[src/rtl/branch_predictor_pkg.sv]
// Shared encodings, FSM states and PC field helpers for the branch predictor family.
package branch_predictor_pkg;

    localparam int PC_MAX_W = 64;

    localparam logic [6:0] OP_BRANCH = 7'b1100011;

    typedef enum logic [1:0] {
        SNT = 2'b00,
        WNT = 2'b01,
        WT  = 2'b10,
        ST  = 2'b11
    } cnt_e;

    localparam cnt_e CNT_INIT = WNT;

    typedef enum logic {
        INIT = 1'b0,
        RUN  = 1'b1
    } state_e;

    // Word-aligned PCs: bits [1:0] never take part in index or tag.
    function automatic logic [PC_MAX_W-1:0] pc_index(input logic [PC_MAX_W-1:0] pc,
                                                     input int unsigned index_bits);
        logic [PC_MAX_W-1:0] mask;
        mask = (PC_MAX_W'(1) << index_bits) - PC_MAX_W'(1);
        return (pc >> 2) & mask;
    endfunction

    function automatic logic [PC_MAX_W-1:0] pc_tag(input logic [PC_MAX_W-1:0] pc,
                                                   input int unsigned index_bits);
        return pc >> (index_bits + 2);
    endfunction

endpackage

[src/rtl/branch_predictor_sat_counter_table.sv]
// Direct-mapped table of 2-bit saturating counters with an init write port,
// a read-modify-write training port and an asynchronous read port.
module bp_sat_counter_table
    import branch_predictor_pkg::*;
#(
    parameter int INDEX_BITS = 6
) (
    input  logic                  clk,
    input  logic                  init_en,
    input  logic [INDEX_BITS-1:0] init_idx,
    input  logic                  upd_en,
    input  logic [INDEX_BITS-1:0] upd_idx,
    input  logic                  upd_taken,
    input  logic [INDEX_BITS-1:0] rd_idx,
    output cnt_e                  rd_cnt
);

    localparam int ENTRIES = 1 << INDEX_BITS;

    cnt_e                  cnt_q [ENTRIES];
    logic                  wr_en;
    logic [INDEX_BITS-1:0] wr_idx;
    cnt_e                  wr_val;
    cnt_e                  upd_cur;

    function automatic cnt_e sat_inc(input cnt_e c);
        return (c == ST) ? ST : cnt_e'(c + 2'd1);
    endfunction

    function automatic cnt_e sat_dec(input cnt_e c);
        return (c == SNT) ? SNT : cnt_e'(c - 2'd1);
    endfunction

    assign upd_cur = cnt_q[upd_idx];
    assign rd_cnt  = cnt_q[rd_idx];

    // The init sweep owns the write port; training is ignored while it runs.
    always_comb begin
        wr_en  = 1'b0;
        wr_idx = upd_idx;
        wr_val = upd_taken ? sat_inc(upd_cur) : sat_dec(upd_cur);
        if (init_en) begin
            wr_en  = 1'b1;
            wr_idx = init_idx;
            wr_val = CNT_INIT;
        end else if (upd_en) begin
            wr_en  = 1'b1;
        end
    end

    always_ff @(posedge clk) begin
        if (wr_en) begin
            cnt_q[wr_idx] <= wr_val;
        end
    end

endmodule

[src/rtl/branch_predictor.sv]
// Bimodal branch predictor with BTB: zero-latency lookup for IF, training from EX,
// post-reset table sweep and saturating branch/mispredict performance counters.
module branch_predictor
    import branch_predictor_pkg::*;
#(
    parameter int DBITS      = 32,
    parameter int INDEX_BITS = 6,
    parameter int CNT_BITS   = 32
) (
    input  logic                clk,
    input  logic                reset,
    input  logic [DBITS-1:0]    IF_PC,
    output logic                prediction,
    output logic [DBITS-1:0]    predTarget,
    output logic                ready,
    input  logic                update,
    input  logic [DBITS-1:0]    EX_PC,
    input  logic [DBITS-1:0]    EX_PC_IMM,
    input  logic                EX_condFlag,
    input  logic                correct,
    output logic [CNT_BITS-1:0] branchCount,
    output logic [CNT_BITS-1:0] mispredCount
);

    localparam int ENTRIES = 1 << INDEX_BITS;
    localparam int TAG_W   = DBITS - INDEX_BITS - 2;

    state_e                state_q, state_d;
    logic [INDEX_BITS-1:0] init_idx_q, init_idx_d;
    logic [CNT_BITS-1:0]   branch_cnt_q, branch_cnt_d;
    logic [CNT_BITS-1:0]   mispred_cnt_q, mispred_cnt_d;

    logic                  btb_valid_q [ENTRIES];
    logic [TAG_W-1:0]      btb_tag_q   [ENTRIES];
    logic [DBITS-1:0]      btb_tgt_q   [ENTRIES];

    logic [INDEX_BITS-1:0] if_idx, ex_idx;
    logic [TAG_W-1:0]      if_tag, ex_tag;
    logic                  in_init, train, hit;
    cnt_e                  rd_cnt;

    logic                  btb_we;
    logic [INDEX_BITS-1:0] btb_widx;
    logic                  btb_wvalid;
    logic [TAG_W-1:0]      btb_wtag;
    logic [DBITS-1:0]      btb_wtgt;

    function automatic logic [CNT_BITS-1:0] sat_inc_cnt(input logic [CNT_BITS-1:0] v);
        return (&v) ? v : v + 1'b1;
    endfunction

    assign if_idx  = INDEX_BITS'(pc_index(PC_MAX_W'(IF_PC), INDEX_BITS));
    assign if_tag  = TAG_W'(pc_tag(PC_MAX_W'(IF_PC), INDEX_BITS));
    assign ex_idx  = INDEX_BITS'(pc_index(PC_MAX_W'(EX_PC), INDEX_BITS));
    assign ex_tag  = TAG_W'(pc_tag(PC_MAX_W'(EX_PC), INDEX_BITS));

    assign in_init = (state_q == INIT);
    assign ready   = (state_q == RUN);
    assign train   = ready && update;

    bp_sat_counter_table #(
        .INDEX_BITS (INDEX_BITS)
    ) u_cnt_table (
        .clk       (clk),
        .init_en   (in_init),
        .init_idx  (init_idx_q),
        .upd_en    (train),
        .upd_idx   (ex_idx),
        .upd_taken (EX_condFlag),
        .rd_idx    (if_idx),
        .rd_cnt    (rd_cnt)
    );

    // Lookup reads pre-update state; a same-cycle training write shows up next cycle.
    assign hit        = ready && btb_valid_q[if_idx] && (btb_tag_q[if_idx] == if_tag);
    assign prediction = hit && ((rd_cnt == WT) || (rd_cnt == ST));
    assign predTarget = hit ? btb_tgt_q[if_idx] : '0;

    always_comb begin
        state_d       = state_q;
        init_idx_d    = init_idx_q;
        branch_cnt_d  = branch_cnt_q;
        mispred_cnt_d = mispred_cnt_q;
        case (state_q)
            INIT: begin
                init_idx_d = init_idx_q + 1'b1;
                if (init_idx_q == '1) begin
                    state_d = RUN;
                end
            end
            RUN: begin
                if (update) begin
                    branch_cnt_d = sat_inc_cnt(branch_cnt_q);
                    if (!correct) begin
                        mispred_cnt_d = sat_inc_cnt(mispred_cnt_q);
                    end
                end
            end
            default: state_d = INIT;
        endcase
    end

    // Sweep clears every BTB field so lookups never see uninitialised storage.
    always_comb begin
        btb_we     = 1'b0;
        btb_widx   = ex_idx;
        btb_wvalid = 1'b1;
        btb_wtag   = ex_tag;
        btb_wtgt   = EX_PC_IMM;
        if (in_init) begin
            btb_we     = 1'b1;
            btb_widx   = init_idx_q;
            btb_wvalid = 1'b0;
            btb_wtag   = '0;
            btb_wtgt   = '0;
        end else if (train && EX_condFlag) begin
            btb_we     = 1'b1;
        end
    end

    always_ff @(posedge clk) begin
        if (reset) begin
            state_q       <= INIT;
            init_idx_q    <= '0;
            branch_cnt_q  <= '0;
            mispred_cnt_q <= '0;
        end else begin
            state_q       <= state_d;
            init_idx_q    <= init_idx_d;
            branch_cnt_q  <= branch_cnt_d;
            mispred_cnt_q <= mispred_cnt_d;
        end
    end

    always_ff @(posedge clk) begin
        if (btb_we) begin
            btb_valid_q[btb_widx] <= btb_wvalid;
            btb_tag_q[btb_widx]   <= btb_wtag;
            btb_tgt_q[btb_widx]   <= btb_wtgt;
        end
    end

    assign branchCount  = branch_cnt_q;
    assign mispredCount = mispred_cnt_q;

endmodule

[config.mk]
export PLATFORM = sky130hd
export DESIGN_NAME = branch_predictor
export DESIGN_NICKNAME = d
export VERILOG_FILES = /design/src/rtl/branch_predictor_pkg.sv /design/src/rtl/branch_predictor_sat_counter_table.sv /design/src/rtl/branch_predictor.sv
export SDC_FILE = /design/constraint.sdc
export NUM_CORES = 2
export LEC_CHECK = 0
export ABC_CLOCK_PERIOD_IN_PS = 11600
export BUFFER_PORTS_ARGS = -buffer_cell sky130_fd_sc_hd__buf_2
export CORE_AREA = 2 2 475 712
export CTS_CLUSTER_DIAMETER = 60
export DETAILED_ROUTE_END_ITERATION = 8
export DIE_AREA = 0 0 477 714
export PLACE_DENSITY_LB_ADDON = 0.3
export RECOVER_POWER = 50
export SYNTH_ARGS = -nofsm -noshare
export SYNTH_HDL_FRONTEND = slang
export SYNTH_SLANG_ARGS = --single-unit
[constraint.sdc]
create_clock -name clk -period 11.6 [get_ports clk]
set_input_delay 2.32 -clock clk [delete_from_list [all_inputs] [get_ports clk]]
set_output_delay 2.32 -clock clk [all_outputs]
set_load 0.01 [all_outputs]
# Word level (Yosys, flattened, before mapping)
# Memories as Yosys holds them, arrays and structs flattened.
# Cells that the tools add are included.
# W data, S select, Z words.
[totals] mem_bits_ro=0 latchBits=0 n_memories=4 ram_bits=3776 reg_bits=71 elab_cells=51 out_inout_bits=98 inputBits=101
[classes] reduce_logical=11 mul=0 n_eq_ne=5 n_mux=19 bitwise=3 addsub=5 div=0 n_lt_le_gt_ge=0 shift=0
[memory_table] name="btb_tgt_q" depth=64 width=32 read_ports=1 rd_ports_with_merged_regs=0 wr=1 line_no="branch_predictor.sv:35" rtl="logic [DBITS-1:0] btb_tgt_q [ENTRIES];"
[memory_table] name="btb_tag_q" depth=64 width=24 read_ports=1 rd_ports_with_merged_regs=0 wr=1 line_no="branch_predictor.sv:34" rtl="logic [TAG_W-1:0] btb_tag_q [ENTRIES];"
[memory_table] name="u_cnt_table.cnt_q" depth=64 width=2 read_ports=2 rd_ports_with_merged_regs=0 wr=1 line_no="branch_predictor_sat_counter_table.sv:20" rtl="cnt_e cnt_q [ENTRIES];"
[memory_table] name="btb_valid_q" depth=64 width=1 read_ports=1 rd_ports_with_merged_regs=0 wr=1 line_no="branch_predictor.sv:33" rtl="logic btb_valid_q [ENTRIES];"
[op_table] operator="$add A32 B1 Y32 const B" count=2
[op_table] operator="$mux W32" count=2
[op_table] operator="$reduce_and A32 Y1" count=2
[op_table] operator="$eq A24 B24 Y1" count=1
[op_table] operator="$mux W24" count=1
[op_table] operator="$mux W1" count=11
[op_table] operator="$mux W2" count=4
[op_table] operator="$add A6 B1 Y6 const B" count=1
[op_table] operator="$eq A2 B2 Y1 const B" count=3
[op_table] operator="$eq A6 B6 Y1 const B" count=1
[op_table] operator="$mux W6" count=1
[op_table] operator="$logic_and A1 B1 Y1" count=5
[op_table] operator="$reduce_and A4 Y1" count=1
[op_table] operator="$not A1 Y1" count=3
[op_table] operator="$reduce_and A3 Y1" count=1
[op_table] operator="$add A2 B1 Y2 const B" count=1
[op_table] operator="$logic_not A2 Y1" count=1
[op_table] operator="$sub A2 B1 Y2 const B" count=1
[op_table] operator="$logic_or A1 B1 Y1" count=1

# Depth between registers and ports, before layout
[logic_depth] depth_word=6 ltp_mapped=17 mapped_depth_nobuf=9

# Hierarchy
# A second synthesis with hierarchy kept.
[hier_totals] cells_unflattened=6649 hier_area_um2=149786.2
[by_module_without_submodules] module="branch_predictor" area_each_um2=143216.1 cells_each=6256 n_inst=1
[by_module_without_submodules] module="bp_sat_counter_table" area_each_um2=6570.1 cells_each=393 n_inst=1

# Worst setup path after synthesis
# OpenSTA, ideal clock, no wires.
[synth_path] kind="input-to-reg" startpoint="input port EX_PC[2]" endpoint="memory u_cnt_table.cnt_q[0][0] (netlist bit), data pin" setup_slack_ps=3527 t_required_ps=10898 cell_stages=7 arrival_time_ps=7371 setup_ps=702 cell_sequence="clkbuf_1 -> buf_1 -> mux4_2 -> mux4_2 -> mux4_2 -> and2_1 -> o21ai_0"
[synth_via] elab_chain_len=5 elab_cells_between_ends=9
[synth_rtl] item="start: declaration" line_no="branch_predictor.sv:17" rtl="input logic [DBITS-1:0] EX_PC,"
[synth_rtl] item="$mem_v2 Z64 W2 (*)"
[synth_rtl] item="$sub A2 B1 Y2 (tied with other cells)" line_no="branch_predictor_sat_counter_table.sv:31" rtl="return (c == SNT) ? SNT : cnt_e'(c - 2'd1);"
[synth_rtl] item="$mux W2 (on tied branches)" line_no="branch_predictor_sat_counter_table.sv:31, branch_predictor_sat_counter_table.sv:27"
[synth_rtl] item="$mux W2 (*)" line_no="branch_predictor_sat_counter_table.sv:41" rtl="wr_val = upd_taken ? sat_inc(upd_cur) : sat_dec(upd_cur);"
[synth_rtl] item="$mux W2 (*)" line_no="branch_predictor_sat_counter_table.sv:42" rtl="if (init_en) begin"
[synth_rtl] item="via u_cnt_table.wr_val[0]" line_no="branch_predictor_sat_counter_table.sv:23" rtl="cnt_e wr_val;"
[synth_rtl] item="end: declaration" line_no="branch_predictor_sat_counter_table.sv:20"
# Mark *: on every way through the listed nets, which the timed path passes. The rest lies on a longest branch.

# Worst setup path in the final report
[layout_path] startpoint="input port IF_PC[2]" endpoint="output port predTarget[21]"
[layout_via] elab_chain_len=4 elab_cells_between_ends=7
[layout_rtl] item="start: declaration" line_no="branch_predictor.sv:12" rtl="input logic [DBITS-1:0] IF_PC,"
[layout_rtl] item="$mem_v2 Z64 W24 / $mem_v2 Z64 W1 (equally long branches)"
[layout_rtl] item="$eq A24 B24 Y1 / $logic_and A1 B1 Y1 (equally long branches)" line_no="branch_predictor.sv:75" rtl="assign hit = ready && btb_valid_q[if_idx] && (btb_tag_q[if_idx] == if_tag);"
[layout_rtl] item="$logic_and A1 B1 Y1" line_no="branch_predictor.sv:75"
[layout_rtl] item="$mux W32 (*)" line_no="branch_predictor.sv:77" rtl="assign predTarget = hit ? btb_tgt_q[if_idx] : '0;"
[layout_rtl] item="end: declaration" line_no="branch_predictor.sv:14" rtl="output logic [DBITS-1:0] predTarget,"
# Mark *: on every way between the ends. The rest lies on a longest branch, timed or not.

==> results.py <==
metrics = {
    "final_layout": {
        "final_cells": 12000,
        "nNetsFinal": 7303,
        "drive_above_1_share_pct": 27.2,
        "area_growth_pct": 12.4,
        "multi_input_area_um2": 33400,
        "regArea_um2": 115000,
        "design_area_um2": 168000,
        "filler_cell_count": 26300,
    },
    "global_route": {
        "track_usage_pct": 25.8,
        "overflow": 0,
        "grt_max_degree": 149,
        "grt_pass1_wl_mm": 609,
        "first_global_vias": 75600,
        "antenna_found_initial": 32,
    },
    "sta": {
        "max_slew.worst_pin.slew_ps": 3410,
        "slew_violations": 3808,
        "setup-tns-final_ps": 0,
        "skew_ps": 45.2,
        "setup_viol": 0,
        "timing.fmax_mhz": 103,
        "fin_crit_ps": 9730,
        "grt_setup_unrepaired": "no",
        "finalHoldViolations": 0,
        "relSlewSlack_pct": -127,
        "period_share_pct": 83.8,
        "whs_ps": 510,
    },
    "setup_path": {
        "required_ps": 9280,
        "r2r_end": "btb_tag_q[5][1]$_DFFE_PP_",
        "worstPathCellList": "buf_12, buf_12, nor2b_1, buf_4, a22oi_1, and3_1, a31oi_1, o211ai_1, xnor2_1, o2111ai_1, or4_2, buf_4, nor4_2, buf_2",
        "max_stage_delay_ps": 770,
        "crit-reg2reg-launch": "ready$_SDFF_PP0_",
        "arrival_ps": 7410,
        "critical_path_class": "input port to output port",
        "slowest_stage": "nor2b_1",
        "start_kind": "input port",
        "r2r.worst_path.cells": 2,
        "cp_max_fo": 70,
        "reg2reg_setup_slack_ps": 5380,
        "end_kind": "output port",
    },
    "cts": {
        "tritoncts": "built",
        "cts_setup_buffers": 0,
        "clock_path_buffers": 4,
        "postCtsHoldBufs": 0,
        "htreeDepth": 5,
        "clock_latency_ps": 970,
        "cts-root-buf": "clkbuf_16",
        "cts_made_buffers": 354,
        "clkSinkCount": 3847,
        "path_clk_slew_ps": 60,
        "cts_resized": 0,
    },
    "min_path": {
        "hp-class": "flip-flop to flip-flop",
        "worstHoldPathCells": 2,
        "min_from": "mispredCount[6]$_SDFFE_PP0P_",
        "holdPathEnd": "mispredCount[6]$_SDFFE_PP0P_",
    },
    "logic_synthesis": {
        "async_flop_share_pct": 0,
        "ys_ff_latch": 3847,
        "syn-num-nets": 6889,
        "netlist_instances": 6785,
        "ys_seq_area_share_pct": 76.6,
        "synth-edff-count": 3776,
        "yosysWarnings": 0,
        "syn_area_per_cell_um2": 22.1,
        "synth_area_um2": 150000,
        "ys_types": 79,
        "ys.flop_type": "edfxtp_1",
    },
    "route": {
        "top_layer_used": "met5",
        "vias": 76300,
        "routedWlPerCell_um": 37.2,
        "drt_iter0_drc": 11300,
        "route.met2.wl_mm": 224,
        "wirelength_mm": 445,
        "viasPerCell": 6.38,
        "drc_errors": 0,
        "firstDrtPassIters": 6,
        "ant_nets": 0,
        "met3_length_mm": 42.0,
        "m1WireLength_mm": 153,
    },
    "placed_design": {
        "dpl_cell_area_um2": 157000,
        "dp_hpwl_mm": 240,
        "dp_cells": 11300,
        "port_buffers": 194,
        "gp_congestion": 0.858,
    },
    "floorplan": {
        "rows": 260,
        "coreArea_um2": 334000,
        "die-area_um2": 341000,
        "die-width_um": 477,
        "die_h_um": 714,
        "ios": 199,
        "start_util_pct": 44.8,
    },
    "power_and_ir_drop": {
        "leakagePower_nw": 53.9,
        "peakVddDrop_v": 0.000125,
        "powerDensity_nw_per_um2": 168,
    },
    "status": {
        "violations": "max-capacitance violations, max-slew violations",
        "status": "complete, but fails checks",
    },
    "run": {
        "cap_violations": 59,
    },
}
logic make-up (layout without fill, tap and decap cells):
group / Yosys count / in the layout / share of synthesized area (%)
AOI/OAI and AO/OA: 364 / 364 / 1.75
xor gates and xnor gates: 76 / 76 / 0.444
adders and majority gates: 3 / 3 / 0.0251
buffers and inverters: 385 / 1080 / 1.40
DFF: 3847 / 3847 / 76.6
muxes: 1299 / 1299 / 17.0
other: 0 / 24 / 0
and+or+nand+nor: 811 / 811 / 2.75
where the power goes:
part           switching (mW)  leakage (nW)  internal, mW
registers              0.0178          36.1          15.1
clock network            5.22          5.59          6.58
logic                   0.769          12.2         0.501
total                    6.01          53.9          22.2
worst max-delay path by stage:
stage | start | cells after the start | endpoint | slack [ps]
3_5_place_dp | IF_PC[2] | 10 | predTarget[20] | 1980
2_1_floorplan | EX_PC[2] | 7 | u_cnt_table.cnt_q[0][0]$_DFFE_PP_ | 3530
4_1_cts | IF_PC[2] | 10 | predTarget[20] | 1980
5_1_grt | IF_PC[2] | 12 | predTarget[21] | 1780
3_3_place_gp | IF_PC[2] | 10 | predTarget[20] | 2010
6_report | IF_PC[2] | 14 | predTarget[21] | 1870
worst max-delay path, delay by kind of cell:
family / cells / cell delay, ps
and+or+nand+nor: 4 / 2100
AOI/OAI and AO/OA: 4 / 690
buffers and inverters: 5 / 1360
xor gates and xnor gates: 1 / 530
layout by cell type, fill, tap and decap left out, types with 26 or more instances in the layout:
cell type,count
clkbuf_16,357
nor4_2,33
nand4_1,34
xnor2_1,34
nor2_4,64
mux2_2,41
bufinv_16,40
clkbuf_1,112
o22ai_1,37
dfxtp_1,71
nand2_1,170
buf_4,217
o21ai_0,44
mux2i_1,270
nand3_1,101
mux4_2,979
a22oi_1,81
nor2b_1,26
edfxtp_1,3776
clkinv_1,75
a21oi_1,46
clkinv_2,62
a221oi_1,39
xor2_1,42
buf_2,149
and2_0,55
nor2_1,186
through the flow:
step                      power (mW)  utilization, %  setup WS [ps]
final                           28.2            50.4           1870
after detailed placement        16.7            47.0           1980
after CTS                       28.3            50.4           1980
after global placement          16.7            47.0           2010
after global routing            28.8            50.4           1780
after floorplan                 16.2               -           3530
sequential cells by signal (all words and copies together), names as in the netlist:
name / cells
init_idx_q: 6
u_cnt_table.cnt_q: 128
mispredCount: 32
ready: 1
btb_valid_q: 64
branchCount: 32
btb_tag_q: 1536
btb_tgt_q: 2048
cell usage after synthesis (35+ instances only):
| cell | number | area share, % |
|---|---|---|
| xor2_1 | 42 | 0.25 |
| buf_2 | 125 | 0.42 |
| buf_1 | 46 | 0.12 |
| o22ai_1 | 37 | 0.15 |
| and2_1 | 65 | 0.27 |
| mux2i_1 | 270 | 1.8 |
| dfxtp_1 | 71 | 0.95 |
| nand3_1 | 101 | 0.34 |
| nand2_1 | 170 | 0.43 |
| buf_4 | 35 | 0.18 |
| mux4_2 | 979 | 15 |
| nor2_1 | 253 | 0.63 |
| a21oi_1 | 46 | 0.15 |
| mux2_2 | 41 | 0.31 |
| a221oi_1 | 39 | 0.23 |
| clkbuf_1 | 128 | 0.32 |
| a22oi_1 | 81 | 0.41 |
| o21ai_0 | 45 | 0.15 |
| edfxtp_1 | 3776 | 76 |
routing by layer:
metal  track usage [%]  up-vias
met5                 0        -
met4              12.7       22
met3              4.51      970
met2              43.7     4495
met1              32.2    41300
li1                  -    29500
final cells by class:
| class | instances | area share [%] |
|---|---|---|
| multi-input combinational | 2553 | 19.9 |
| timing repair buffer | 430 | 1.72 |
| tap | 4454 | 3.31 |
| inverter | 13 | 0.0364 |
| clock buffer | 424 | 5.46 |
| clock inverter | 213 | 1.36 |
| sequential | 3847 | 68.2 |
| antenna | 24 | 0.0357 |
Note: power is estimated with default switching activity, not from simulation.
